## src/rtl/imem_program_loader.sv

```systemverilog
// imem_program_loader
//   Boot-time loader for the RV32I core. Accepts a program as a byte stream
//   over a valid/ready handshake. It assembles little-endian 32-bit words and
//   writes each one into instruction memory through a one-cycle write port.
//   The core is held in reset until the last word of the image is written.
//
// Ports
//   i_clk          system clock, rising edge
//   i_reset        asynchronous active-high reset
//   i_start        one-cycle pulse that begins a load (honoured in IDLE/RUN/ERROR)
//   i_word_count   number of words to load, latched on an accepted start
//   i_byte_valid   i_byte_data carries a valid byte
//   i_byte_data    program byte, least-significant byte of each word first
//   o_byte_ready   loader accepts a byte this cycle
//   o_imem_we      instruction-memory write strobe, one cycle per word
//   o_imem_addr    word-aligned byte address of the word being written
//   o_imem_wdata   assembled word
//   o_core_reset   reset to the core, high except in RUN
//   o_busy         load in progress (LOAD or WRITE)
//   o_done         image loaded, core running
//   o_error        last start carried an illegal word count
module imem_program_loader #(
  parameter int DEPTH_WORDS = 64,
  parameter int CNT_W       = 16
) (
  input  logic             i_clk,
  input  logic             i_reset,
  input  logic             i_start,
  input  logic [CNT_W-1:0] i_word_count,
  input  logic             i_byte_valid,
  input  logic [7:0]       i_byte_data,
  output logic             o_byte_ready,
  output logic             o_imem_we,
  output logic [31:0]      o_imem_addr,
  output logic [31:0]      o_imem_wdata,
  output logic             o_core_reset,
  output logic             o_busy,
  output logic             o_done,
  output logic             o_error
);

  localparam int WI_W = $clog2(DEPTH_WORDS) + 1;
  localparam logic [CNT_W-1:0] DEPTH_C = CNT_W'(DEPTH_WORDS);

  typedef enum logic [2:0] {
    S_IDLE,
    S_LOAD,
    S_WRITE,
    S_RUN,
    S_ERROR
  } state_t;

  state_t           r_state;
  state_t           w_state_next;
  logic [CNT_W-1:0] r_count;
  logic [WI_W-1:0]  r_word_idx;
  logic [1:0]       r_byte_idx;
  logic [23:0]      r_buf;      // lanes 0..2; lane 3 goes straight to r_wdata
  logic [31:0]      r_addr;
  logic [31:0]      r_wdata;

  logic w_start_ok;
  logic w_count_bad;
  logic w_accept;
  logic w_last_lane;
  logic w_last_word;

  // start is only honoured outside an active load
  assign w_start_ok  = i_start && ((r_state == S_IDLE) || (r_state == S_RUN) ||
                                   (r_state == S_ERROR));
  assign w_count_bad = (i_word_count == '0) || (i_word_count > DEPTH_C);
  assign w_accept    = (r_state == S_LOAD) && i_byte_valid;
  assign w_last_lane = (r_byte_idx == 2'd3);
  assign w_last_word = (CNT_W'(r_word_idx) == (r_count - CNT_W'(1)));

  // Next-state logic
  always_comb begin
    w_state_next = r_state;
    case (r_state)
      S_IDLE, S_RUN, S_ERROR: begin
        if (w_start_ok) begin
          w_state_next = w_count_bad ? S_ERROR : S_LOAD;
        end
      end
      S_LOAD: begin
        if (w_accept && w_last_lane) begin
          w_state_next = S_WRITE;
        end
      end
      S_WRITE: begin
        w_state_next = w_last_word ? S_RUN : S_LOAD;
      end
      default: w_state_next = S_IDLE;
    endcase
  end

  // Outputs decode from registered state only
  always_comb begin
    o_byte_ready = 1'b0;
    o_imem_we    = 1'b0;
    o_core_reset = 1'b1;
    o_busy       = 1'b0;
    o_done       = 1'b0;
    o_error      = 1'b0;
    case (r_state)
      S_LOAD: begin
        o_byte_ready = 1'b1;
        o_busy       = 1'b1;
      end
      S_WRITE: begin
        o_imem_we = 1'b1;
        o_busy    = 1'b1;
      end
      S_RUN: begin
        o_core_reset = 1'b0;
        o_done       = 1'b1;
      end
      S_ERROR: o_error = 1'b1;
      default: ;
    endcase
  end

  assign o_imem_addr  = r_addr;
  assign o_imem_wdata = r_wdata;

  always_ff @(posedge i_clk or posedge i_reset) begin
    if (i_reset) begin
      r_state    <= S_IDLE;
      r_count    <= '0;
      r_word_idx <= '0;
      r_byte_idx <= '0;
      r_addr     <= '0;
      r_wdata    <= '0;
    end else begin
      r_state <= w_state_next;
      if (w_start_ok) begin
        r_count    <= i_word_count;
        r_word_idx <= '0;
        r_byte_idx <= '0;
      end
      if (w_accept) begin
        r_byte_idx <= r_byte_idx + 2'd1;
        // Address/data are captured one cycle ahead of the strobe so they are
        // stable during WRITE and simply hold afterwards.
        if (w_last_lane) begin
          r_wdata <= {i_byte_data, r_buf};
          r_addr  <= 32'(r_word_idx) << 2;
        end
      end
      if ((r_state == S_WRITE) && !w_last_word) begin
        r_word_idx <= r_word_idx + WI_W'(1);
      end
    end
  end

  // Byte lanes 0..2 of the word being assembled
  generate
    for (genvar gi = 0; gi < 3; gi++) begin : g_lane
      always_ff @(posedge i_clk or posedge i_reset) begin
        if (i_reset) begin
          r_buf[8*gi +: 8] <= '0;
        end else if (w_accept && (r_byte_idx == 2'(gi))) begin
          r_buf[8*gi +: 8] <= i_byte_data;
        end
      end
    end
  endgenerate

endmodule
```

## config.mk

```make
export PLATFORM = sky130hd
export DESIGN_NAME = imem_program_loader
export DESIGN_NICKNAME = d
export VERILOG_FILES = /design/src/rtl/imem_program_loader.sv
export SDC_FILE = /design/constraint.sdc
export NUM_CORES = 1
export LEC_CHECK = 0
export ABC_AREA = 1
export BUFFER_PORTS_ARGS = -buffer_cell sky130_fd_sc_hd__clkbuf_2
export CAP_MARGIN = 20
export CORE_MARGIN = 1
export CORE_UTILIZATION = 40
export CTS_CLUSTER_SIZE = 10
export DETAILED_ROUTE_END_ITERATION = 8
export PLACE_DENSITY = 0.74
export SLEW_MARGIN = 25
export SYNTH_ARGS = -nofsm -noshare
export SYNTH_HDL_FRONTEND = slang
export SYNTH_SLANG_ARGS = --single-unit
```

## constraint.sdc

```tcl
create_clock -name i_clk -period 2.3 [get_ports i_clk]
set_input_delay 0.115 -clock i_clk [delete_from_list [all_inputs] [get_ports i_clk]]
set_output_delay 0.115 -clock i_clk [all_outputs]
set_load 0.02 [all_outputs]
```

# [Yosys cells after proc, flatten, opt, wreduce, memory -nomap -nowiden]
# Index checks and enable logic that the tools add are counted.
[classes] add_sub_neg=3 order_cmp=1 n_eq_ne=10 muxes=15 n_reduce_logical=20
[op_table] operator="equality test 7 x 16 -> 1 bit" count=1
[op_table] operator="greater-than comparator 16 x 7 -> 1 bit (second input constant)" count=1
[op_table] operator="logical NOT 16 bit" count=1
[op_table] operator="subtractor 16 x 1 -> 16 bit (second input constant)" count=1
[op_table] operator="2-to-1 mux 7 bit" count=2
[op_table] operator="2-to-1 mux 3 bit" count=3
[op_table] operator="case mux 3 bit (3 select lines)" count=1
[op_table] operator="adder 7 x 1 -> 7 bit (second input constant)" count=1
[op_table] operator="logical AND 1 bit" count=7
[op_table] operator="equality test 3 x 2 -> 1 bit (second input constant)" count=2
[op_table] operator="2-to-1 mux 1 bit" count=6
[op_table] operator="2-to-1 mux 2 bit" count=3
[op_table] operator="equality test 2 bit (second input constant)" count=2
[op_table] operator="AND reduction 2 bit" count=2
[op_table] operator="nonzero test 2 bit" count=2
[op_table] operator="equality test 3 x 1 -> 1 bit (second input constant)" count=1
[op_table] operator="equality test 3 bit (second input constant)" count=1
[op_table] operator="logical NOT 3 bit" count=1
[op_table] operator="logical OR 1 bit" count=3
[op_table] operator="OR reduction 3 bit" count=1
[op_table] operator="adder 2 x 1 -> 2 bit (second input constant)" count=1
[op_table] operator="equality test 2 x 1 -> 1 bit (second input constant)" count=1
[op_table] operator="logical NOT 2 bit" count=1
[op_table] operator="inequality test 2 x 1 -> 1 bit (second input constant)" count=1
[op_table] operator="other kinds (3)" count=3
[totals] regBits=91 inputBits=28 out_inout_bits=70 word_cells=58

# [Longest topological paths before layout]
[depth] depth_word=6 mapped_depth=14 depth_no_buf=14

# [Worst setup path after synthesis]
# No wires, ideal clock.
[synth_path] path_kind="register to register" start="register r_count[0]" end="register r_word_idx[1]" setup_ns=0.065 arrival_time_ns=1.636 required_ns=2.235 slack_ns=0.599 path_stages_with_launch=15 n_path_buf=0 period_less_slack_ns=1.701 cell_sequence="dfrtp_1 -> inv_2 -> ha_1 -> nand2_2 -> nor2_2 -> nand2_1 -> nand2_1 -> nand2_1 -> nor2_2 -> nand2_2 -> nor2_4 -> nand2_4 -> nand2_4 -> nand3_1 -> nand2_1"
[synth_via] elab_chain_len=5 word_cells_on_any_way=6 cone_classes="1 x add/sub; 1 x eq/ne; 1 x mux; 3 x reduce/logical"
[synth_rtl] item="start: declaration" line="55" source="logic [CNT_W-1:0] r_count;"
[synth_rtl] item="start signal: assignment" line="137" source="r_count <= i_word_count;"
[synth_rtl] item="subtractor 16 x 1 -> 16 bit *" line="74" source="assign w_last_word = (CNT_W'(r_word_idx) == (r_count - CNT_W'(1)));"
[synth_rtl] item="equality test 7 x 16 -> 1 bit *" line="74"
[synth_rtl] item="logical NOT 1 bit *" line="150" source="if ((r_state == S_WRITE) && !w_last_word) begin"
[synth_rtl] item="logical AND 1 bit *" line="150"
[synth_rtl] item="2-to-1 mux 7 bit / nonzero test 2 bit (equally long branches)"
[synth_rtl] item="end signal: assignment" line="151" source="r_word_idx <= r_word_idx + WI_W'(1);"
[synth_rtl] item="end: declaration" line="56" source="logic [WI_W-1:0] r_word_idx;"
# Every way passes the cells marked *; elsewhere a longest branch is shown, timed or not.
# A chain may end at the register's enable or synchronous reset.

# [Worst setup path in the final report]
[layout_path] start="register r_count[0]" end="register r_word_idx[3]"
# The elaborated chain is that of the path after synthesis.

==> flow_metrics.env <==
export IMPL_status="finished clean"
export IMPL_post_route_util_pct=49.0
export IMPL_rows=37
export IMPL_cts_tree="done"
export IMPL_endpoint="r_word_idx[3]"
export IMPL_p_sw_share_pct=28.2
export IMPL_final_hold_violation_count=0
export IMPL_clock_fmax_ghz=0.517
export IMPL_synth_edff_count=0
export IMPL_port_buffers=72
export IMPL_ctsHoldBuffers=10
export IMPL_worst_pin_slew_ns=0.690
export IMPL_internal_power_mw=2.51
export IMPL_ios=98
export IMPL_nNetsFinal=662
export IMPL_clk_pin_slew_ns=0.09
export IMPL_synth_top_area_cell="dfrtp_1"
export IMPL_yosysWarnings=0
export IMPL_syn_inst=544
export IMPL_grt_usage_pct=17.7
export IMPL_insertion_delay_ns=0.37
export IMPL_rsz0062_at_grt="no"
export IMPL_p_leak_nw=2.79
export IMPL_power_frac_comb_pct=12.5
export IMPL_netlist_area_leader_share_pct=51.7
export IMPL_drv_slew=0
export IMPL_wl_per_cell_um=12.2
export IMPL_cts_max_level=3
export IMPL_ys_seq_area_share_pct=51.7
export IMPL_fin_hold_ws_ns=0.0142
export IMPL_n_antenna_cell=0
export IMPL_cp_end_kind="flip-flop"
export IMPL_die_area_um2=11400
export IMPL_gr_total_overflow=0
export IMPL_place_congestion=0.821
export IMPL_post_cts_resized=0
export IMPL_hold_class="input pin to flip-flop"
export IMPL_num_fill_cells=1043
export IMPL_finalClockSkew_ns=0.00989
export IMPL_grt_pass1_vias=3487
export IMPL_rrSetupSlack_ns=0.36
export IMPL_cellPowerDensity_nw_per_um2=678
export IMPL_crit_path_start="r_count[0]"
export IMPL_cts_sinks=91
export IMPL_drcViolationCount=0
export IMPL_grt_max_degree=57
export IMPL_critPathLaunchType="flip-flop"
export IMPL_synth_seq_cells=91
export IMPL_drt_wl_total_um=9400
export IMPL_num_vias=3593
export IMPL_switching_power_mw=0.985
export IMPL_firstDrtPassIters=4
export IMPL_postRouteAntennaNets=0
export IMPL_clock_path_buffers=2
export IMPL_vias_per_cell=4.67
export IMPL_relSlewSlack_pct=54.0
export IMPL_fp_dieH_um=107
export IMPL_numCtsBuffers=9
export IMPL_timing_setup_tns_ns=0
export IMPL_critPathMaxFanout=8
export IMPL_dp_hpwl_um=6810
export IMPL_multiInputGateArea_um2=1780
export IMPL_syn_avg_cell_area_um2=8.10
export IMPL_crit_required_ns=2.61
export IMPL_core_area_um2=10500
export IMPL_cts_setup_buffers=0
export IMPL_holdCritStartpoint="i_word_count[10]"
export IMPL_worstSetupPathType="flip-flop to flip-flop"
export IMPL_synth_cell_type_count=30
export IMPL_reg2reg_to="r_word_idx[3]"
export IMPL_peakVddDrop_mv=0.325
export IMPL_pwr_share_seq_pct=51.9
export IMPL_final_cell_mix="nand2_1 (201), dfrtp_1 (91), clkbuf_2 (72), o21ai_0 (43), inv_1 (39)"
export IMPL_area_growth_pct=16.9
export IMPL_setup_violations=0
export IMPL_power_frac_clock_pct=35.6
export IMPL_synth_main_ff_cell="dfrtp_1"
export IMPL_antenna_found_initial=0
export IMPL_cap_violations=0
export IMPL_root_buffer="clkbuf_8"
export IMPL_netlist_area_um2=4410
export IMPL_finalCriticalPeriod_ns=1.94
export IMPL_r2r_cells=14
export IMPL_die_w_um=107
export IMPL_synthArstFlopShare_pct=100
export IMPL_finalCritPeriodShare_pct=84.1
export IMPL_synth_top_cells_by_area="dfrtp_1 (52%), nand2_1 (17%), o21ai_0 (4.9%), buf_4 (4.6%), inv_1 (3.4%)"
export IMPL_drive_above_1_share_pct=18.8
export IMPL_drt_iter0_markers=207
export IMPL_crit_arrival_ns=2.24
export IMPL_total_power_mw=3.49
export IMPL_final_common_cell="nand2_1"
export IMPL_reg2reg_from="r_count[0]"
export IMPL_grt_pass1_wl_um=16000
export IMPL_regArea_um2=2280
export IMPL_initial_core_util_pct=41.9
cells by family (layout without fill, tap and decap cells):
kind of cell               Yosys count  after routing  synth area share, %
and+or+nand+nor                    288            288                 27.4
DFF                                 91             91                 51.7
buffers and inverters               87            152                 9.86
AOI/OAI and AO/OA                   60             60                 7.02
xor gates and xnor gates            10             10                 1.99
adders and majority gates            6              6                 1.70
other                                1             25               0.0851
muxes                                1              1                0.256
worst min path at each step:
| stage | cells past startpoint | slack [ns] | end |
|---|---|---|---|
| floorplan | 2 | 0.26 | r_count[10] |
| detailed placement | 3 | 0.26 | o_imem_addr[3] |
| CTS | 3 | 0.008 | r_count[10] |
| global route | 3 | 0.02 | r_count[15] |
| finish | 3 | 0.01 | r_count[10] |
| global placement | 3 | 0.25 | o_imem_addr[2] |
metal layers:
| layer | part of all wire (%) | up-vias | track usage (%) |
|---|---|---|---|
| met5 | 0 | - | 0 |
| met4 | 1.1 | 0 | 4.50 |
| met3 | 4.2 | 13 | 4.44 |
| met2 | 49 | 102 | 30.6 |
| met1 | 46 | 1652 | 22.1 |
| li1 | - | 1826 | - |
final cells by class:
class | instances | area share, %
Sequential cell | 91 | 44.2
Multi-Input combinational cell | 390 | 34.7
Timing Repair Buffer | 89 | 9.96
Inverter | 47 | 3.50
Tap cell | 136 | 3.30
Clock buffer | 10 | 2.48
Clock inverter | 6 | 1.87
cells in the mapped netlist (2+ instances only):
library cell and number:
dfrtp_1 91, xnor2_1 6, inv_1 40, nand2_2 4, o21ai_1 7, clkbuf_1 8
nand3_1 28, xor2_1 4, buf_4 27, nand2_4 2, nor4_1 2, inv_2 7
nor2_2 7, ha_1 6, nand4_1 4, o21ai_0 43, nand2_1 201, a21oi_1 6
nand3b_1 4, nor2_4 2, buf_2 5, nor2_1 32
power groups by stage:
stage	sequential, mW	clock (mW)	combinational, mW
floorplan	1.86	0	0.310
global route	1.83	1.33	0.501
global placement	1.84	0	0.415
finish	1.81	1.24	0.436
CTS	1.81	1.26	0.442
detailed placement	1.84	0	0.428
flip-flops by register name (all words and copies together) (netlist names):
name and count:
r_byte_idx 2, o_imem_wdata 32, r_buf 24, o_imem_addr 7
r_count 16, r_word_idx 7, r_state 3
worst max-delay path: stages, from the launching register on:
cell     delay (ns)
dfrtp_1        0.44
inv_2          0.11
ha_1           0.26
nand2_2        0.11
nor2_2         0.13
nand2_1        0.06
nand2_1        0.06
nand2_1        0.06
nor2_2         0.09
nand2_2        0.06
nor2_4         0.13
nand2_4        0.10
nand2_4        0.11
nand3_1        0.09
nand2_1        0.07
per-stage QoR:
stage	instance area [um^2]	instances	setup slack, ns
CTS	5150	769	0.369
global route	5150	769	0.131
finish	5150	769	0.365
global placement	4820	743	0.480
floorplan	4500	568	0.599
detailed placement	4820	743	0.413
Note: power is estimated with default switching activity, not from simulation.
